==> src/rtl/uart_arb_pkg.sv <==
// rtl/uart_arb_pkg.sv - shared types and constants for the UART transmit arbiter
package uart_arb_pkg;

  localparam int WORD_W_DEF = 64;
  localparam int TAG_W      = 4;
  localparam int TO_CNT_W   = 8;

  typedef enum logic [2:0] {
    ST_IDLE,
    ST_LATCH,
    ST_LAUNCH,
    ST_WAIT_BUSY,
    ST_WAIT_DONE
  } arb_state_e;

  // A single requester still needs a one-bit grant index.
  function automatic int gid_width(input int n);
    return (n > 1) ? $clog2(n) : 1;
  endfunction

endpackage

==> src/rtl/rr_picker.sv <==
// rtl/rr_picker.sv - combinational round-robin pick: first set request at or after ptr
module rr_picker #(
  parameter int N_REQ = 4,
  parameter int GID_W = 2
) (
  input  logic [N_REQ-1:0] req,
  input  logic [GID_W-1:0] ptr,
  output logic             found,
  output logic [GID_W-1:0] idx
);

  logic [2*N_REQ-1:0] dbl;
  logic [N_REQ-1:0]   rot;

  // Rotate so bit 0 of rot is the requester the pointer names.
  assign dbl = {req, req} >> ptr;
  assign rot = dbl[N_REQ-1:0];

  always_comb begin
    int sum;
    sum   = 0;
    found = 1'b0;
    idx   = '0;
    for (int k = 0; k < N_REQ; k++) begin
      if (!found && rot[k]) begin
        found = 1'b1;
        sum   = int'(ptr) + k;
        if (sum >= N_REQ) sum = sum - N_REQ;
        idx   = GID_W'(sum);
      end
    end
  end

endmodule

==> src/rtl/uart_tx_arbiter.sv <==
// rtl/uart_tx_arbiter.sv - round-robin arbiter sharing one UART transmitter among N word producers
// Optional: define UART_ARB_TAG_EN to stamp the grant index into the top 4 bits of tx_reg.
module uart_tx_arbiter
  import uart_arb_pkg::*;
#(
  parameter int  N_REQ        = 4,
  parameter int  WORD_W       = WORD_W_DEF,
  parameter int  BUSY_TIMEOUT = 16,
  localparam int GID_W        = gid_width(N_REQ)
) (
  input  logic                    clk,
  input  logic                    rst,
  input  logic [N_REQ-1:0]        req_valid,
  input  logic [N_REQ*WORD_W-1:0] req_data,
  output logic [N_REQ-1:0]        req_ack,
  output logic [WORD_W-1:0]       tx_reg,
  output logic                    tx_en,
  input  logic                    tx_busy,
  output logic [GID_W-1:0]        grant_id,
  output logic [TO_CNT_W-1:0]     timeout_cnt
);

  localparam int WAIT_W = ($clog2(BUSY_TIMEOUT) > 0) ? $clog2(BUSY_TIMEOUT) : 1;

  arb_state_e        state;
  logic [GID_W-1:0]  ptr;
  logic [WAIT_W-1:0] wait_cnt;
  logic              pick_found;
  logic [GID_W-1:0]  pick_idx;
  logic [WORD_W-1:0] sel_word;
  logic [WORD_W-1:0] latch_word;

  rr_picker #(
    .N_REQ (N_REQ),
    .GID_W (GID_W)
  ) u_picker (
    .req   (req_valid),
    .ptr   (ptr),
    .found (pick_found),
    .idx   (pick_idx)
  );

  assign sel_word = req_data[grant_id*WORD_W +: WORD_W];

`ifdef UART_ARB_TAG_EN
  assign latch_word = {TAG_W'(grant_id), sel_word[WORD_W-TAG_W-1:0]};
`else
  assign latch_word = sel_word;
`endif

  always_ff @(posedge clk or negedge rst) begin
    if (!rst) begin
      state       <= ST_IDLE;
      tx_en       <= 1'b0;
      req_ack     <= '0;
      tx_reg      <= '0;
      grant_id    <= '0;
      timeout_cnt <= '0;
      ptr         <= '0;
      wait_cnt    <= '0;
    end else begin
      tx_en   <= 1'b0;
      req_ack <= '0;
      case (state)
        // A busy UART here means a frame survived our reset; let it drain first.
        ST_IDLE: begin
          if (pick_found && !tx_busy) begin
            grant_id <= pick_idx;
            state    <= ST_LATCH;
          end
        end
        ST_LATCH: begin
          tx_reg            <= latch_word;
          req_ack[grant_id] <= 1'b1;
          ptr               <= (grant_id == GID_W'(N_REQ - 1)) ? '0 : grant_id + 1'b1;
          state             <= ST_LAUNCH;
        end
        ST_LAUNCH: begin
          tx_en    <= 1'b1;
          wait_cnt <= '0;
          state    <= ST_WAIT_BUSY;
        end
        ST_WAIT_BUSY: begin
          if (tx_busy) begin
            state <= ST_WAIT_DONE;
          end else if (wait_cnt == WAIT_W'(BUSY_TIMEOUT - 1)) begin
            if (timeout_cnt != '1) timeout_cnt <= timeout_cnt + 1'b1;
            state <= ST_IDLE;
          end else begin
            wait_cnt <= wait_cnt + 1'b1;
          end
        end
        ST_WAIT_DONE: begin
          if (!tx_busy) state <= ST_IDLE;
        end
        default: state <= ST_IDLE;
      endcase
    end
  end

endmodule
==> config.mk <==
export PLATFORM = sky130hd
export DESIGN_NAME = uart_tx_arbiter
export DESIGN_NICKNAME = d
export VERILOG_FILES = /design/src/rtl/uart_arb_pkg.sv /design/src/rtl/rr_picker.sv /design/src/rtl/uart_tx_arbiter.sv
export SDC_FILE = /design/constraint.sdc
export NUM_CORES = 1
export LEC_CHECK = 0
export CORE_AREA = 2 2 133 135
export DETAILED_ROUTE_END_ITERATION = 8
export DIE_AREA = 0 0 135 137
export PLACE_DENSITY = 0.8
export SYNTH_ARGS = -nofsm -noshare
export SYNTH_HDL_FRONTEND = slang
export SYNTH_SLANG_ARGS = --single-unit
==> constraint.sdc <==
create_clock -name clk -period 2.2 [get_ports clk]
set_input_delay 0.22 -clock clk [delete_from_list [all_inputs] [get_ports clk]]
set_output_delay 0.22 -clock clk [all_outputs]
set_load 0.01 [all_outputs]
# Word level (Yosys, flattened, before mapping)
# Cells that the tools add are included.
[classes]
addsub = 10
multipliers = 0
n_div = 0
n_lt_le_gt_ge = 6
n_eq_ne = 12
n_shift = 2
n_mux = 25
n_bitwise = 1
n_reduce_logical = 15
[ops]
columns = ["operator", "count"]
rows = [
  ["variable part select 256 x 9 -> 64 bit", 1],
  ["2-to-1 mux 2 bit", 9],
  ["one-hot mux 3 bit (5 select lines)", 1],
  ["2-to-1 mux 3 bit", 4],
  ["2-to-1 mux 4 bit", 3],
  [">= comparator 3 bit (second input constant)", 3],
  ["adder 8 x 1 -> 8 bit (second input constant)", 1],
  ["inequality test 2 bit (second input constant)", 4],
  ["inequality test 8 bit (second input constant)", 1],
  ["one-hot mux 4 bit (2 select lines)", 1],
  [">> shifter 8 x 2 -> 4 bit", 1],
  ["subtractor 2 x 1 -> 2 bit (second input constant)", 4],
  ["adder 2 x 2 -> 3 bit (second input constant)", 2],
  ["== test 3 x 2 -> 1 bit (second input constant)", 2],
  ["2-to-1 mux 1 bit", 6],
  ["AND reduction 3 bit", 2],
  ["logical AND 1 bit", 5],
  ["adder 4 x 1 -> 4 bit (second input constant)", 1],
  ["== test 4 bit (second input constant)", 1],
  ["zero test 1 bit", 4],
  ["AND reduction 4 bit", 1],
  ["adder 2 x 1 -> 3 bit (second input constant)", 1],
  ["== test 3 x 1 -> 1 bit (second input constant)", 1],
  ["== test 3 bit (second input constant)", 1],
  ["other kinds (11)", 11],
]
[word_totals]
ff_bits = 88
latch_bits = 0
ram_bits = 0
rom_bits = 0
output_inout_bits = 79
wordCells = 79
n_memories = 0

# Depth between registers and ports, before layout
# Gate-level depths: netlist (run 1).
[depth]
ltp_word = 14
ltp_mapped = 6

# Modules after synthesis
# From an unflattened synthesis (run 1), not the netlist that was laid out.
[hier_totals]
cells_unflattened = 461
area_unflattened_um2 = 5124.9
[by_module_without_submodules]
columns = ["module", "n_inst", "cells_each", "area_per_inst_um2"]
rows = [
  ["uart_tx_arbiter", 1, 449, 5051.1],
  ["rr_picker", 1, 12, 73.8],
]

# Worst setup path after synthesis (run 1)
# OpenSTA, ideal clock, no wires.
[synth_path]
path_type = "reg2reg"
start = "reg grant_id[0]"
end = "reg tx_reg[10]"
setup_time_ns = 0.125
arrival_time_ns = 1.617
setup_slack_ns = 0.458
stages_incl_launch_ff = 5
period_less_slack_ns = 1.742
path_cell_list = "dfrtp_1 > buf_6 > buf_2 > mux4_2 > mux2_2"
[synth_via]
elab_chain_len = 1
[synth_lines]
columns = ["element", "line", "rtl"]
rows = [
  ["from (decl)", "uart_tx_arbiter.sv:19", "output logic [GID_W-1:0] grant_id,"],
  ["from (signal assigned)", "uart_tx_arbiter.sv:68", "grant_id <= pick_idx;"],
  ["variable part select 256 x 9 -> 64 bit", "uart_tx_arbiter.sv:43", "assign sel_word = req_data[grant_id*WORD_W +: WORD_W];"],
  ["to (signal assigned)", "uart_tx_arbiter.sv:73", "tx_reg <= latch_word;"],
  ["to (decl)", "uart_tx_arbiter.sv:16", "output logic [WORD_W-1:0] tx_reg,"],
]
# Every way passes these cells.
# A chain may end at the register's enable or synchronous reset.

# Worst setup path in the final report (run 1)
[layout_path]
start = "reg grant_id[0]"
end = "out grant_id[0]"
# No word-level cell between the ends.

==> results of run 1 <==
-- timing repair --
| action | 4_1_cts | 5_1_grt |
|---|---|---|
| hold buffers | 1 | 0 |
| endpoints found under the hold margin | 41 | 0 |
| buffers inserted | 0 | 0 |
-- cell type report --
cell class / count / area (µm²)
Fill cell: 1421 / 7880
Timing Repair Buffer: 352 / 3570
Multi-Input combinational cell: 211 / 2800
Sequential cell: 88 / 2210
Tap cell: 225 / 282
Clock buffer: 10 / 229
Clock inverter: 6 / 67.6
Inverter: 5 / 18.8
-- through the flow --
stage          total power (µW)  area (µm²)  worst slack, ns
3_3_place_gp               8610        8870            0.413
4_1_cts                   10400        9170            0.229
3_5_place_dp               8790        8870            0.384
2_1_floorplan              6280        5190            0.458
5_1_grt                   10900        9170            0.195
6_report                  10200        9170            0.278
-- cell usage after synthesis --
| cell | n |
|---|---|
| nor3b_1 | 1 |
| nor3_1 | 4 |
| nor2_1 | 10 |
| o22ai_1 | 1 |
| mux2_2 | 47 |
| nor2b_1 | 2 |
| inv_1 | 5 |
| nand2b_1 | 3 |
| and2_1 | 5 |
| mux4_2 | 64 |
| and3_1 | 1 |
| nand3b_1 | 1 |
| xnor2_1 | 3 |
| o41ai_1 | 2 |
| nand4_1 | 1 |
| buf_6 | 1 |
| nand3_1 | 4 |
| and2b_1 | 1 |
| a22o_1 | 4 |
| o2111ai_2 | 1 |
| mux2i_1 | 1 |
| a21o_1 | 1 |
| dfrtp_1 | 88 |
| o21a_1 | 1 |
| or3_1 | 1 |
| clkbuf_1 | 6 |
| mux2_4 | 20 |
| o21ai_0 | 4 |
| a31o_2 | 1 |
| a21oi_1 | 6 |
| nand2_1 | 9 |
| nor4_1 | 2 |
| xor2_1 | 4 |
| ha_1 | 6 |
| buf_2 | 13 |
| buf_12 | 4 |
-- routing by layer --
layer | track usage (%) | vias to the layer above | wire length (µm)
met5 | 0 | - | 0
li1 | - | 1973 | -
met4 | 6.13 | 0 | 393
met2 | 33.2 | 212 | 9380
met1 | 20.8 | 2204 | 6150
met3 | 4.19 | 29 | 1100
-- power by group through the flow --
stage          Clock, µW  Combinational (µW)  Sequential (µW)
3_5_place_dp           0                5870             2910
3_3_place_gp           0                5740             2870
2_1_floorplan          0                3210             3070
6_report            1550                5790             2880
5_1_grt             1660                6190             3000
4_1_cts             1620                5900             2900
-- worst max-delay path by stage --
stage,slack [ns],cells after the start,endpoint
5_1_grt,0.20,2,grant_id[0]
3_5_place_dp,0.38,5,timeout_cnt[4]$_DFFE_PN0P_
4_1_cts,0.23,2,grant_id[0]
2_1_floorplan,0.46,4,tx_reg[10]$_DFFE_PN0P_
3_3_place_gp,0.41,5,timeout_cnt[4]$_DFFE_PN0P_
6_report,0.28,2,grant_id[0]
-- critical path, cell delays in order (launching register included) --
cell and delay, ns:
dfrtp_4 0.44, buf_12 0.26, clkdlybuf4s50_1 0.62
-- cell families (layout without fill, tap and decap cells) --
| group | count (synthesis) | count (layout) |
|---|---|---|
| adders and majority gates | 6 | 6 |
| buffers and inverters | 29 | 373 |
| AOI/OAI and AO/OA | 21 | 21 |
| and+or+nand+nor | 45 | 45 |
| xor gates and xnor gates | 7 | 7 |
| muxes | 132 | 132 |
| DFF | 88 | 88 |
==> flow_metrics.py, run 1 <==
metrics = {
    "power": {
        "p_leak_uw": 0.00355,
        "intPower_uw": 6940,
        "powerDensity_nw_per_um2": 1110,
        "power_frac_comb_pct": 56.6,
        "p_switching_uw": 3280,
        "ir_worst_vdd_uv": 562,
        "clockPowerShare_pct": 15.2,
        "sequentialPowerShare_pct": 28.2,
        "swShare_pct": 32.1,
    },
    "timing": {
        "min_period_ns": 1.92,
        "setup_viol_count_final": 0,
        "finalHoldViolCount": 0,
        "rsz0062_at_grt": "no",
        "final.period_utilization_pct": 87.4,
        "finalMaxSlewViolations": 0,
        "tns_ns": 0,
        "fmaxAchievable_mhz": 520,
        "worst_pin_slew_ns": 0.566,
        "maxSlewHeadroom_pct": 62.3,
        "whs_ns": 0.457,
        "fin_skew_ns": 0.00946,
    },
    "status": {
        "status": "complete, no violations",
    },
    "global_routing": {
        "track_usage_pct": 18.1,
        "grt_max_degree": 48,
        "grt_pass1_wl_mm": 25.6,
        "grt_pass1_vias": 4873,
        "antenna_found_initial": 0,
        "overflow": 0,
    },
    "detailed_routing": {
        "routed_wl_mm": 17.0,
        "routed_via_density": 4.93,
        "drtAntennaViolNets": 0,
        "wl_per_cell_um": 19.0,
        "drt-initial-drc-count": 117,
        "via_count": 4418,
        "drc": 0,
        "first_pass_iters": 4,
    },
    "worst_setup_path": {
        "crit_required_ns": 1.98,
        "cp-startpoint": "grant_id[0]$_DFFE_PN0P_",
        "r2r-end": "tx_reg[11]$_DFFE_PN0P_",
        "arrival_ns": 1.70,
        "worstSetupEndpointType": "output port",
        "reg2reg_depth": 3,
        "rr_startpoint": "state[0]$_DFFE_PN0P_",
        "worstSetupPathType": "reg2out",
        "r2r_setup_slack_ns": 0.41,
        "cp_max_fo": 38,
        "start_kind": "flop",
    },
    "yosys": {
        "ys_types": 36,
        "ys_warn_count": 0,
        "synth_top_family_by_area": "multiplexers",
        "syn_inst": 328,
        "synth_mux_area_share_pct": 43.9,
        "yosys.area.top_type_share_pct": 42.4,
        "synth_compound_area_share_pct": 2.84,
        "synth-xor-area-share_pct": 1.18,
        "yosys.area_share.simple_pct": 4.39,
        "synth_area_leader_cell": "dfrtp_1",
        "ys_seq_elements": 88,
        "synth_nets": 597,
        "synthAdderAreaFrac_pct": 1.45,
        "syn_area_um2": 5190,
        "synthTopCellsByArea": "dfrtp_1 42%, mux4_2 28%, mux2_2 10%",
        "seq_area_frac_synth_pct": 42.4,
        "avgSynthCellArea_um2": 15.8,
    },
    "floorplanning": {
        "ioPinCount": 342,
        "start_util_pct": 30.4,
        "die_w_um": 135,
        "dieHeight_um": 137,
        "rows": 48,
        "core-area_um2": 17100,
        "die_area_um2": 18500,
    },
    "clock_network": {
        "clk_path_buf_depth": 2,
        "cts_max_level": 3,
        "clk_latency_ns": 0.33,
        "cts_tree": "yes",
        "cts_root_buffer": "clkbuf_16",
        "cts.sinks": 88,
        "numCtsBuffers": 9,
        "cts_resized": 0,
        "path_clk_slew_ns": 0.06,
    },
    "cells_and_area": {
        "antenna_cells": 0,
        "layout_common_cells": "340 x clkdlybuf4s50_1, 86 x dfrtp_1, 64 x mux4_2",
        "syn_to_final_growth_pct": 76.7,
        "instances_no_fill": 897,
        "drive_gt1_share_pct": 24.1,
        "utilization_pct": 53.8,
        "final_common_cell": "clkdlybuf4s50_1",
        "largest_reg_flops": 64,
        "final_nets": 936,
    },
    "placement": {
        "dp_hpwl_mm": 13.8,
        "place_inst": 880,
        "gp_congestion": 0.811,
        "io_buffers": 341,
    },
    "min_path": {
        "min_path_type": "in2async",
    },
    "run": {
        "cap_violations": 0,
    },
}
(Power assumes the default switching activity.)
==> inputs of run 2 (changes only) <==
CAP_MARGIN = 40   (was not set)
==> results of run 2 <==
No change in the layout: final DEF, timing and power equal those of run 1.
==> RTL change, RTL diff (settings of run 2) <==
Register the output `timeout_cnt` once more, cleared by the reset; this adds one clock of latency there. The other outputs are not delayed to match.
--- a/src/rtl/uart_tx_arbiter.sv
+++ b/src/rtl/uart_tx_arbiter.sv
@@ -21,6 +21,8 @@
 );
 
   localparam int WAIT_W = ($clog2(BUSY_TIMEOUT) > 0) ? $clog2(BUSY_TIMEOUT) : 1;
+
+  logic [TO_CNT_W-1:0] timeout_cnt_s0;
 
   arb_state_e        state;
   logic [GID_W-1:0]  ptr;
@@ -55,7 +57,7 @@
       req_ack     <= '0;
       tx_reg      <= '0;
       grant_id    <= '0;
-      timeout_cnt <= '0;
+      timeout_cnt_s0 <= '0;
       ptr         <= '0;
       wait_cnt    <= '0;
     end else begin
@@ -84,7 +86,7 @@
           if (tx_busy) begin
             state <= ST_WAIT_DONE;
           end else if (wait_cnt == WAIT_W'(BUSY_TIMEOUT - 1)) begin
-            if (timeout_cnt != '1) timeout_cnt <= timeout_cnt + 1'b1;
+            if (timeout_cnt_s0 != '1) timeout_cnt_s0 <= timeout_cnt_s0 + 1'b1;
             state <= ST_IDLE;
           end else begin
             wait_cnt <= wait_cnt + 1'b1;
@@ -98,4 +100,12 @@
     end
   end
 
+  always_ff @(posedge clk or negedge rst) begin
+    if (!rst) begin
+      timeout_cnt <= '0;
+    end else begin
+      timeout_cnt <= timeout_cnt_s0;
+    end
+  end
+
 endmodule
Check against the original RTL: same outputs for any inputs over 4 cycles, from zero or initial values and one cycle with rst low; that may be too few to reach the edited logic, so the function may still have changed.
==> RTL change against run 2 <==
Cell area rose by 2.7%; die area did not move; sequential cell count rose by 8; first-iteration DRC count rose by 25%; routed wire length rose by 9.4%; synthesized area rose by 4.1%; total power rose by 1.4%; non-clock buffer count rose by 1; setup slack improved by 0.089 ns; critical path depth did not move; critical endpoint is now grant_id[1]; highest routed layer unchanged.
==> RTL change: results (changes against run 2) <==
| Metric | Value |
|---|---|
| Worst path arrival time | 1.61 ns (-0.09 ns) |
| Dpl hpwl | 14,800 um (+6.8%) |
| DRT iter0 DRCs | 146 (+25%) |
| Clock Pin Slew Worst Setup and Hold Paths | 0.07 ns |
| DR vias | 4,531 (+2.6%) |
| Reg2reg setup slack | 0.49 ns (+0.08 ns) |
| Post-synthesis average cell area | 15.9 um2 (+0.74%) |
| FF-to-FF End | tx_reg[20] |
| Overall Global Routing Usage | 20.1% (+1.9 points) |
| Outcome | completed |
| Met1 usage | 23.6% (+2.9 points) |
| Unique masters post-synth | 37 (+2.8%) |
| FFs w/ async S/R, synth | 100% (unchanged) |
| Worst relative slew slack | 74.1% (+12 points) |
| VDD IR max | 512 uV (-9.0%) |
| Final hold slack | 0.310 ns (-0.147 ns) |
| Crit path max fanout | 18 (-53%) |
| Leakage Power | 3.67 nW (+3.4%) |
| Fill cells | 1,391 (-2.1%) |
| DR vias/cell | 4.98 (+1.2%) |
| Met3 Track Usage GR | 4.78% (+0.59 points) |
| Share of layout cells above drive strength 1 | 24.0% (-0.095 points) |
| Vias in the first global route | 4,960 (+1.8%) |
| Pre-Repair DR Iteration Count | 5 (+1) |
| Sequential share of the synthesized area | 44.4% (+2.0 points) |
| Met1 WL | 7220 um (+17%) |
| Routed wl met2 | 9320 um (-0.63%) |
| Ranking of synthesized cells by area | dfrtp_1 44%, mux4_2 27%, mux2_2 9.8%, mux2_4 5.6%, buf_12 1.5% |
| Clock skew | 0.00775 ns (-0.00171 ns) |
| Combinational Power Share | 56.3% (-0.3 points) |
| Synth Net Count | 608 (+1.8%) |
| Total Wirelength | 18,600 um (+9.4%) |
| CP peak stage delay | 0.60 ns (-0.02 ns) |
| Initial antenna violation count | 1 (+1) |
RTL change: cell types whose count changed after synthesis:
cell | before | now
a21o_1 | 1 | 0
o21bai_1 | 0 | 1
clkbuf_1 | 6 | 5
clkbuf_2 | 0 | 1
buf_2 | 13 | 14
nor2_1 | 10 | 12
dfrtp_1 | 88 | 96
RTL change: metrics by stage:
step                power, mW  cell area (um2)  setup slack (ns)
detailed placement       8.90             9110             0.364
finish                   10.4             9420             0.366
CTS                      10.5             9420             0.317
global route             11.0             9420             0.307
global placement         8.72             9110             0.378
floorplan                6.32             5410             0.458
RTL change: how the worst max path moves through the flow:
stage	from	endpoint	slack, ns	depth (start not counted)
floorplan	grant_id[0]	tx_reg[19]	0.46	4
global placement	tx_busy	timeout_cnt_s0[4]	0.38	5
detailed placement	tx_busy	timeout_cnt_s0[4]	0.36	5
CTS	grant_id[1]	grant_id[1]	0.32	2
global route	grant_id[0]	grant_id[0]	0.31	2
finish	grant_id[1]	grant_id[1]	0.37	2
RTL change: final cells by class:
class                           instances  share of cell area, %
Tap cell                              225                   2.99
Clock inverter                          6                  0.664
Multi-Input combinational cell        213                   29.8
Timing Repair Buffer                  353                   38.3
Inverter                                5                  0.199
Antenna cell                            1                 0.0266
Sequential cell                        96                   25.6
Clock buffer                           10                   2.54
RTL change: cells by family after synthesis:
kind of cell | after synthesis | share of synthesized area (%)
mux | 132 | 42.2
flops | 96 | 44.4
simple gates | 47 | 4.35
buf+inv | 30 | 3.77
compound gates | 21 | 2.73
xor+xnor | 7 | 1.13
fa+ha+maj | 6 | 1.39
RTL change: worst reg2reg max path: stages (launching register included):
cell and delay [ns]:
dfrtp_1 0.46, nor3b_2 0.40, buf_12 0.32, mux2_2 0.43
